==> config.mk <==
export PLATFORM = sky130hd
export DESIGN_NAME = mux8to1
export DESIGN_NICKNAME = d
export VERILOG_FILES = /design/src/rtl/mux8to1.sv
export SDC_FILE = /design/constraint.sdc
export NUM_CORES = 1
export LEC_CHECK = 0
export ABC_AREA = 1
export BUFFER_PORTS_ARGS = -buffer_cell sky130_fd_sc_hd__buf_2
export CAP_MARGIN = 30
export CORE_AREA = 2 2 39 41
export CTS_BUF_LIST = sky130_fd_sc_hd__clkbuf_4
export DETAILED_ROUTE_END_ITERATION = 8
export DIE_AREA = 0 0 41 43
export PLACE_DENSITY = 0.47
export SLEW_MARGIN = 15
export SYNTH_ARGS = -nofsm -noshare
export SYNTH_HDL_FRONTEND = slang
export SYNTH_SLANG_ARGS = --single-unit
==> constraint.sdc <==
create_clock -name clk -period 1.3 [get_ports clk]
set_input_delay 0.26 -clock clk [delete_from_list [all_inputs] [get_ports clk]]
set_output_delay 0.26 -clock clk [all_outputs]
set_load 0.01 [all_outputs]
==> src/rtl/mux8to1.sv <==
// ---------------------------------------------------------------------------
// mux8to1 -- 8:1 single-bit multiplexer with an optional registered copy.
//
// The combinational output is built from seven instances of the mux2 stage
// arranged as a three-level tree. A registered copy of the selected lane and
// the select value that produced it are captured when en is high.
//
// Ports (mux2):
//   a, b  : data inputs (a chosen when s=0, b chosen when s=1)
//   s     : select
//   y     : selected data
//
// Ports (mux8to1):
//   clk    : rising-edge clock for the capture registers
//   rst_n  : asynchronous active-low reset of cout_q / sel_q
//   in     : data lanes in[0]..in[7]
//   sel    : lane select, unsigned
//   en     : capture enable for cout_q / sel_q
//   cout   : combinational in[sel]
//   cout_q : registered in[sel]
//   sel_q  : sel value captured together with cout_q
// ---------------------------------------------------------------------------

module mux2 (
  input  logic a,
  input  logic b,
  input  logic s,
  output logic y
);

  // Conditional operator: an X/Z select merges a and b bitwise, which is the
  // intended X behaviour of the whole tree (no extra filtering anywhere).
  assign y = s ? b : a;

endmodule

module mux8to1 #(
  parameter logic Q_RESET_VAL = 1'b0
) (
  input  logic       clk,
  input  logic       rst_n,
  input  logic [7:0] in,
  input  logic [2:0] sel,
  input  logic       en,
  output logic       cout,
  output logic       cout_q,
  output logic [2:0] sel_q
);

  // Level 1: sel[0] picks within each adjacent lane pair.
  logic [3:0] lvl1;
  // Level 2: sel[1] picks between pair results.
  logic [1:0] lvl2;

  mux2 u_l1_0 (.a(in[0]), .b(in[1]), .s(sel[0]), .y(lvl1[0]));
  mux2 u_l1_1 (.a(in[2]), .b(in[3]), .s(sel[0]), .y(lvl1[1]));
  mux2 u_l1_2 (.a(in[4]), .b(in[5]), .s(sel[0]), .y(lvl1[2]));
  mux2 u_l1_3 (.a(in[6]), .b(in[7]), .s(sel[0]), .y(lvl1[3]));

  mux2 u_l2_0 (.a(lvl1[0]), .b(lvl1[1]), .s(sel[1]), .y(lvl2[0]));
  mux2 u_l2_1 (.a(lvl1[2]), .b(lvl1[3]), .s(sel[1]), .y(lvl2[1]));

  // Level 3: sel[2] chooses the lower or upper half.
  mux2 u_l3_0 (.a(lvl2[0]), .b(lvl2[1]), .s(sel[2]), .y(cout));

  // Capture registers. An X/Z en makes the if-condition false, so the
  // registers hold rather than pick up unknown data.
  always_ff @(posedge clk or negedge rst_n) begin
    if (!rst_n) begin
      cout_q <= Q_RESET_VAL;
      sel_q  <= 3'b000;
    end else if (en) begin
      cout_q <= cout;
      sel_q  <= sel;
    end
  end

endmodule

==> metrics.md, run 1 <==
| Metric | Value |
|---|---|
| Area Growth Syn to Fin | 55.3% |
| Num rows | 14 |
| Cts hold-fix bufs | 1 |
| Yosys top cell by area | dfrtp_1 |
| Max cap viols | 0 |
| Arr. time, crit path | 0.97 ns |
| PnR Total Power | 391 µW |
| H-tree Lvls | 1 |
| Seq/Total Area, Yosys | 38.8% |
| CP Launch Point | sel[0] |
| IO Port Bufs | 18 |
| Vias post-DR | 292 |
| Root buffer cell | clkbuf_4 |
| Clk Latency, worst-skew pair | 0.23 ns |
| Yosys top cell area share | 38.8% |
| CTS Buf Count | 3 |
| Clock sinks | 4 |
| Post-CTS setup buffers | 0 |
| Congestion Overflow GR | 0 |
| Drt pass-1 iters | 4 |
| Critical Path Sink Type | output port |
| Largest net degree at the start of global routing | 8 |
| Core Box Area | 1380 µm² |
| CP Data Required Time | 1.04 ns |
| Width of the die | 41 µm |
| Synth Area in Compound Gates | about 5.8% |
| DP HPWL | 526 µm |
| Status | finished, final reports clean |
| DR WL/cell | 8.23 µm |
| First-pass GRT wire length | 910 µm |
| Launch point of the worst hold path | en |
| Max Freq | 0.815 GHz |
| Final setup fails | 0 |
| CP Cell Sequence | buf_2 -> inv_2 -> nand2_1 -> nand3_1 -> nand3_2 -> and2_1 -> buf_2 |
| Largest family of logic cells by synthesized area | simple AND/OR/NAND/NOR gates |
| Total length of routed wires | 634 µm |
| Post-CTS Resized | 0 |
| Leakage | 0.000250 µW |
| Initial Util | around a fifth |
| Total negative slack | 0 ns |
| Synthesized area | 258 µm² |
| Clock slew at reported path FFs | 0.04 ns |
| Yosys Warn Count | 0 |
| Type of the worst min-delay path | input port to flip-flop |
| Vias in the first global route | 245 |
| CTS tree | built |
| PwrDens | 978 nW/µm² |
| Syn_area_per_cell | 6.61 µm² |
| Post-synthesis mux area share | 0% |
| Slew headroom | about nine tenths |
| Critical path class | input port to output port |
| Worst Skew | 0 ns |
| Final Wtd Congestion | around 0.7 |
| Final Hold Fails | 0 |
| Antenna Nets Post-Route | 0 |
| Flops & latches, synth | 4 |
| Clock Tree Buf Depth | 2 |
| Max Slew Vio Count | 0 |
| Die area | 1760 µm² |
| Simple-gate share of the synthesized area | 40.8% |
| DRC errors left | 0 |
| Synth Area in XOR/XNOR | 0% |
| Net count after synthesis | 53 |
| Vias/cell | ~3.8 |
| Nets | between 70 and 80 |
| Antenna violations before repair | 0 |
| CP dominant cell by count | buf_2 |
| R2R Path Start | sel_q[2] |
| Mapped Cells | 39 |
| RSZ-0062 raised after global routing | no |
| GRT Total Usage | 8.11% |
| Critical-path top delay cell | and2_1 |
| Ant. Diodes | 0 |
| Die height | 43 µm |
| Slowest stage delay, CP | 0.15 ns |
| Adder-cell share of the synthesized area | 0% |
| Largest cells by area after synthesis | dfrtp_1 39%, nand2_1 20%, inv_1 13% |
| Layout cells sized above 1 | 41.0% |
| DRT iter0 DRCs | 6 |
| Critical Path Fanout Max | 5 |
| VDD IR max | 0.161 mV |
| Tcrit/Tclk final | 94.4% |
| Distinct cell type count after synthesis | 9 |
| Min Clock Period, post-route | 1.23 ns |
| Io pins | 19 |
| Pin slew with the least headroom to its limit | 0.168 ns |
| CP Launch Type | input port |
==> worst max-delay path: cells and delay by family <==
kind                   cells  cell delay [ns]
buffers and inverters      3             0.35
AND/OR/NAND/NOR            4             0.36
==> cells in the final DEF (no fill, tap or decap) <==
master / Yosys / layout
dlygate4sd3_1: 0 / 1
nand3_1: 4 / 4
inv_2: 1 / 1
inv_1: 9 / 9
and2_1: 1 / 1
nand2_2: 1 / 1
buf_2: 0 / 18
nand2_1: 14 / 14
o21ai_0: 3 / 3
clkbuf_4: 0 / 3
dfrtp_1: 4 / 4
nand3_2: 2 / 2
==> state kept, by name, summed over array words and instances (netlist names) <==
signal / count
cout_q: 1
sel_q: 3
==> final timing paths <==
path,endpoint,slack (ns),cells after the start
max,cout,0.07,7
min,cout_q,0.28,3
max reg2reg,sel_q[2],0.68,2
min reg2reg,sel_q[1],0.48,2
max in group asynchronous,sel_q[1],0.81,2
min in group asynchronous,cout_q,0.37,2
==> metal layers <==
layer  vias to the layer above  GRT usage, %  part of all wire, %
met5                         -             0                    0
met4                         0          10.0                    0
met3                         0          1.57                  8.5
met2                        12          10.9                   47
met1                       119          8.92                   44
li1                        161             -                    -
==> cell families (layout without fill, tap and decap cells) <==
family | Yosys count | count (layout)
flip-flops | 4 | 4
buffers and inverters | 10 | 32
AND/OR/NAND/NOR | 22 | 22
AO/OA/AOI/OAI | 3 | 3
==> cell type report <==
class / count / area, µm²
Multi-Input combinational cell: 25 / 120
Clock buffer: 3 / 22.5
Sequential cell: 4 / 100
Inverter: 10 / 37.5
Tap cell: 16 / 20.0
Timing Repair Buffer: 19 / 100
Fill cell: 171 / 983
==> Yosys cell counts (all sizes together) <==
cell type  count
and2           1
dfrtp          4
o21ai          3
nand2         15
inv           10
nand3          6
==> metrics by stage <==
stage | hold slack [ns] | setup WS [ns] | cells | util, % | instance area (µm²)
after global placement | 0.0681 | 0.0875 | 73 | 26.6 | 368
after floorplan | -0.0356 | 0.351 | 39 | - | 258
final | 0.278 | 0.0725 | 77 | 28.9 | 400
after detailed placement | 0.0715 | 0.0629 | 73 | 26.6 | 368
after CTS | 0.273 | 0.0617 | 77 | 28.9 | 400
after global routing | 0.278 | 0.00859 | 77 | 28.9 | 400
==> power by group <==
| group | total (µW) | switching [µW] | internal (µW) | leakage, µW |
|---|---|---|---|---|
| clock network | 157 | 53.2 | 103 | 0.0000138 |
| logic | 91.6 | 48.3 | 43.4 | 0.000187 |
| registers | 143 | 5.78 | 137 | 0.0000486 |
| total | 391 | 107 | 284 | 0.000250 |
No activity file was read; power rests on OpenSTA's default activity.
==> run 2, diff against run 1 <==
--- a/config.mk
+++ b/config.mk
@@ -12,7 +12,7 @@
 export CTS_BUF_LIST = sky130_fd_sc_hd__clkbuf_4
 export DETAILED_ROUTE_END_ITERATION = 8
 export DIE_AREA = 0 0 41 43
-export PLACE_DENSITY = 0.47
+export PLACE_DENSITY = 0.5
 export SLEW_MARGIN = 15
 export SYNTH_ARGS = -nofsm -noshare
 export SYNTH_HDL_FRONTEND = slang
==> run 2 against run 1 <==
Final area is 2.5% higher. Critical path depth unchanged. Clock skew is the same. Via count up 2.1%. Clock power is 4% lower. Sequential share of layout area is 0.61 points lower. Register-to-register slack got worse by 0.02 ns. Largest cell class unchanged. Largest power group unchanged.
==> metrics.md, run 2 (synthesis gave the netlist of run 1 again) <==
| Metric | Value |
|---|---|
| Congestion Overflow GR | 0 (unchanged) |
| Launch point of the worst hold path | en |
| Critical path class | input port to output port |
| Largest net degree at the start of global routing | 8 (unchanged) |
| Vias/cell | 3.87 (+2.1%) |
| Final Wtd Congestion | 0.690 (-1.8%) |
| Total length of routed wires | 612 µm (-3.5%) |
| Core Box Area | 1380 µm² (unchanged) |
| DR WL/cell | 7.95 µm (-3.5%) |
| Most frequent cells in the layout | 18 x buf_2, 13 x nand2_1, 9 x inv_1, 4 x dfrtp_1 |
| Critical-path top delay cell | and2_1 |
| CP Data Required Time | 1.04 ns (about the same) |
| Ant. Diodes | 0 (unchanged) |
| CP Cell Sequence | buf_2 -> inv_4 -> nand2_1 -> nand3_1 -> nand3_2 -> and2_1 -> buf_2 |
| Total negative slack | 0 ns (unchanged) |
| Num rows | 14 (unchanged) |
| Tcrit/Tclk final | 93.4% (-1.1 points) |
| Vias post-DR | 298 (+2.1%) |
| CTS tree | built |
| CTS Buf Count | 3 (unchanged) |
| Min Clock Period, post-route | 1.21 ns (-0.0139 ns) |
| First-pass GRT wire length | 903 µm (-0.77%) |
| Io pins | 19 (unchanged) |
| Critical Path Fanout Max | 5 (unchanged) |
| DP HPWL | 523 µm (-0.61%) |
| Type of the worst min-delay path | input port to flip-flop |
| Layout cells sized above 1 | 44.3% (+3.3 points) |
| Slew headroom | 90.0% (+1.2 points) |
| Antenna violations before repair | 0 (unchanged) |
| DP Area | 368 µm² (unchanged) |
| Leakage | 0.000252 µW (+1.1%) |
| VDD IR max | 0.178 mV (+10%) |
| Biggest regs | sel_q: 3 flops, cout_q: 1 flops |
| Slowest stage delay, CP | 0.15 ns (about the same) |
| Antenna Nets Post-Route | 0 (unchanged) |
| FF-to-FF setup slack | 0.66 ns (-0.02 ns) |
| WP buf/inv | 3 (unchanged) |
| Max cap viols | 0 (unchanged) |
| Worst hold margin | 0.279 ns (+0.000315 ns) |
| Clock sinks | 4 (unchanged) |
| Critical Path Sink Type | output port |
| Reg with most FFs | sel_q |
| Final instance area | 410 µm² (+2.5%) |
| Area Growth Syn to Fin | 59.2% |
| Final setup fails | 0 (unchanged) |
| DRC errors left | 0 (unchanged) |
| Commonest non-fill, non-tap cell in the layout | buf_2 |
| Final Hold Fails | 0 (unchanged) |
| Max Freq | 0.824 GHz (+1.1%) |
| GRT Total Usage | 8.32% (+0.21 points) |
| Initial Util | 18.6% (unchanged) |
| R2R Path Start | sel_q[1] |
| Die height | 43 µm (unchanged) |
| Clock slew at reported path FFs | 0.04 ns (about the same) |
| Drt pass-1 iters | 4 (unchanged) |
| Width of the die | 41 µm (unchanged) |
| Vias in the first global route | 259 (+5.7%) |
| Nets | 77 (unchanged) |
| PwrDens | 950 nW/µm² (-2.9%) |
| Root buffer cell | clkbuf_4 |
| Pin slew with the least headroom to its limit | 0.149 ns (-0.0190 ns) |
| CP Launch Point | sel[0] |
| Clock Tree Buf Depth | 2 (unchanged) |
| Max reg flops | 3 (unchanged) |
| Status | finished, final reports clean |
| RSZ-0062 raised after global routing | no |
| Die area | 1760 µm² (unchanged) |
| CP Launch Type | input port |
| Clk Latency, worst-skew pair | 0.23 ns (about the same) |
| CP dominant cell by count | buf_2 |
| Worst Skew | 0 ns (unchanged) |
| H-tree Lvls | 1 (unchanged) |
| DRT iter0 DRCs | 4 (-2) |
| Arr. time, crit path | 0.95 ns (-0.02 ns) |
| Top cell family by delay on the critical path | buffers and inverters |
| IO Port Bufs | 18 (unchanged) |
| Max Slew Vio Count | 0 (unchanged) |
[run 2: cell counts in the layout (fill, tap and decap cells not counted)]
Identical to the previous run, type by type.
[run 2: power by group]
group,internal [µW],total (µW),switching (µW),leakage [µW]
Combinational,44.5,94.4,49.9,0.000190
Sequential,138,144,6.62,0.0000486
Clock,103,151,48.1,0.0000138
[run 2: per-stage QoR]
step	cells	power (µW)	setup WS [ns]	util (%)
after floorplan	39	190	0.351	-
after global placement	73	235	0.0656	26.6
after detailed placement	73	236	0.0595	26.6
after CTS	77	399	0.0591	28.9
after global routing	77	427	0.0140	29.7
final	77	390	0.0864	29.7
[run 2: path summary, 6_finish.rpt]
kind,end,cells past startpoint
worst max register to register,sel_q[1],2
worst min register to register,cout_q,2
max in group asynchronous,sel_q[1],2
worst max-delay path,cout,7
min in group asynchronous,sel_q[2],2
worst min-delay path,cout_q,3
[run 2: timing repair]
| item | in CTS | in global routing |
|---|---|---|
| buffers inserted | 0 | 0 |
| gates resized for setup | 0 | 3 |
| hold endpoints to repair | 4 | 0 |
| endpoints found under the setup margin | 0 | 1 |
| hold buffers | 1 | 0 |
[run 2: layout make-up]
class	count	area, µm²
clock buffer	3	22.5
fill	154	973
inverter	10	40.0
multi-input combinational	25	128
sequential	4	100
tap	16	20.0
timing repair buffer	19	100
[run 2: worst register-to-register path: stages (launching register included)]
cell	delay (ns)
dfrtp_1	0.37
nand2_1	0.07
o21ai_0	0.08
[run 2: metal layers]
layer,track usage (%),routed length (µm)
met5,0,0
met4,12.0,9
met3,1.57,46
met2,11.3,301
met1,8.31,254
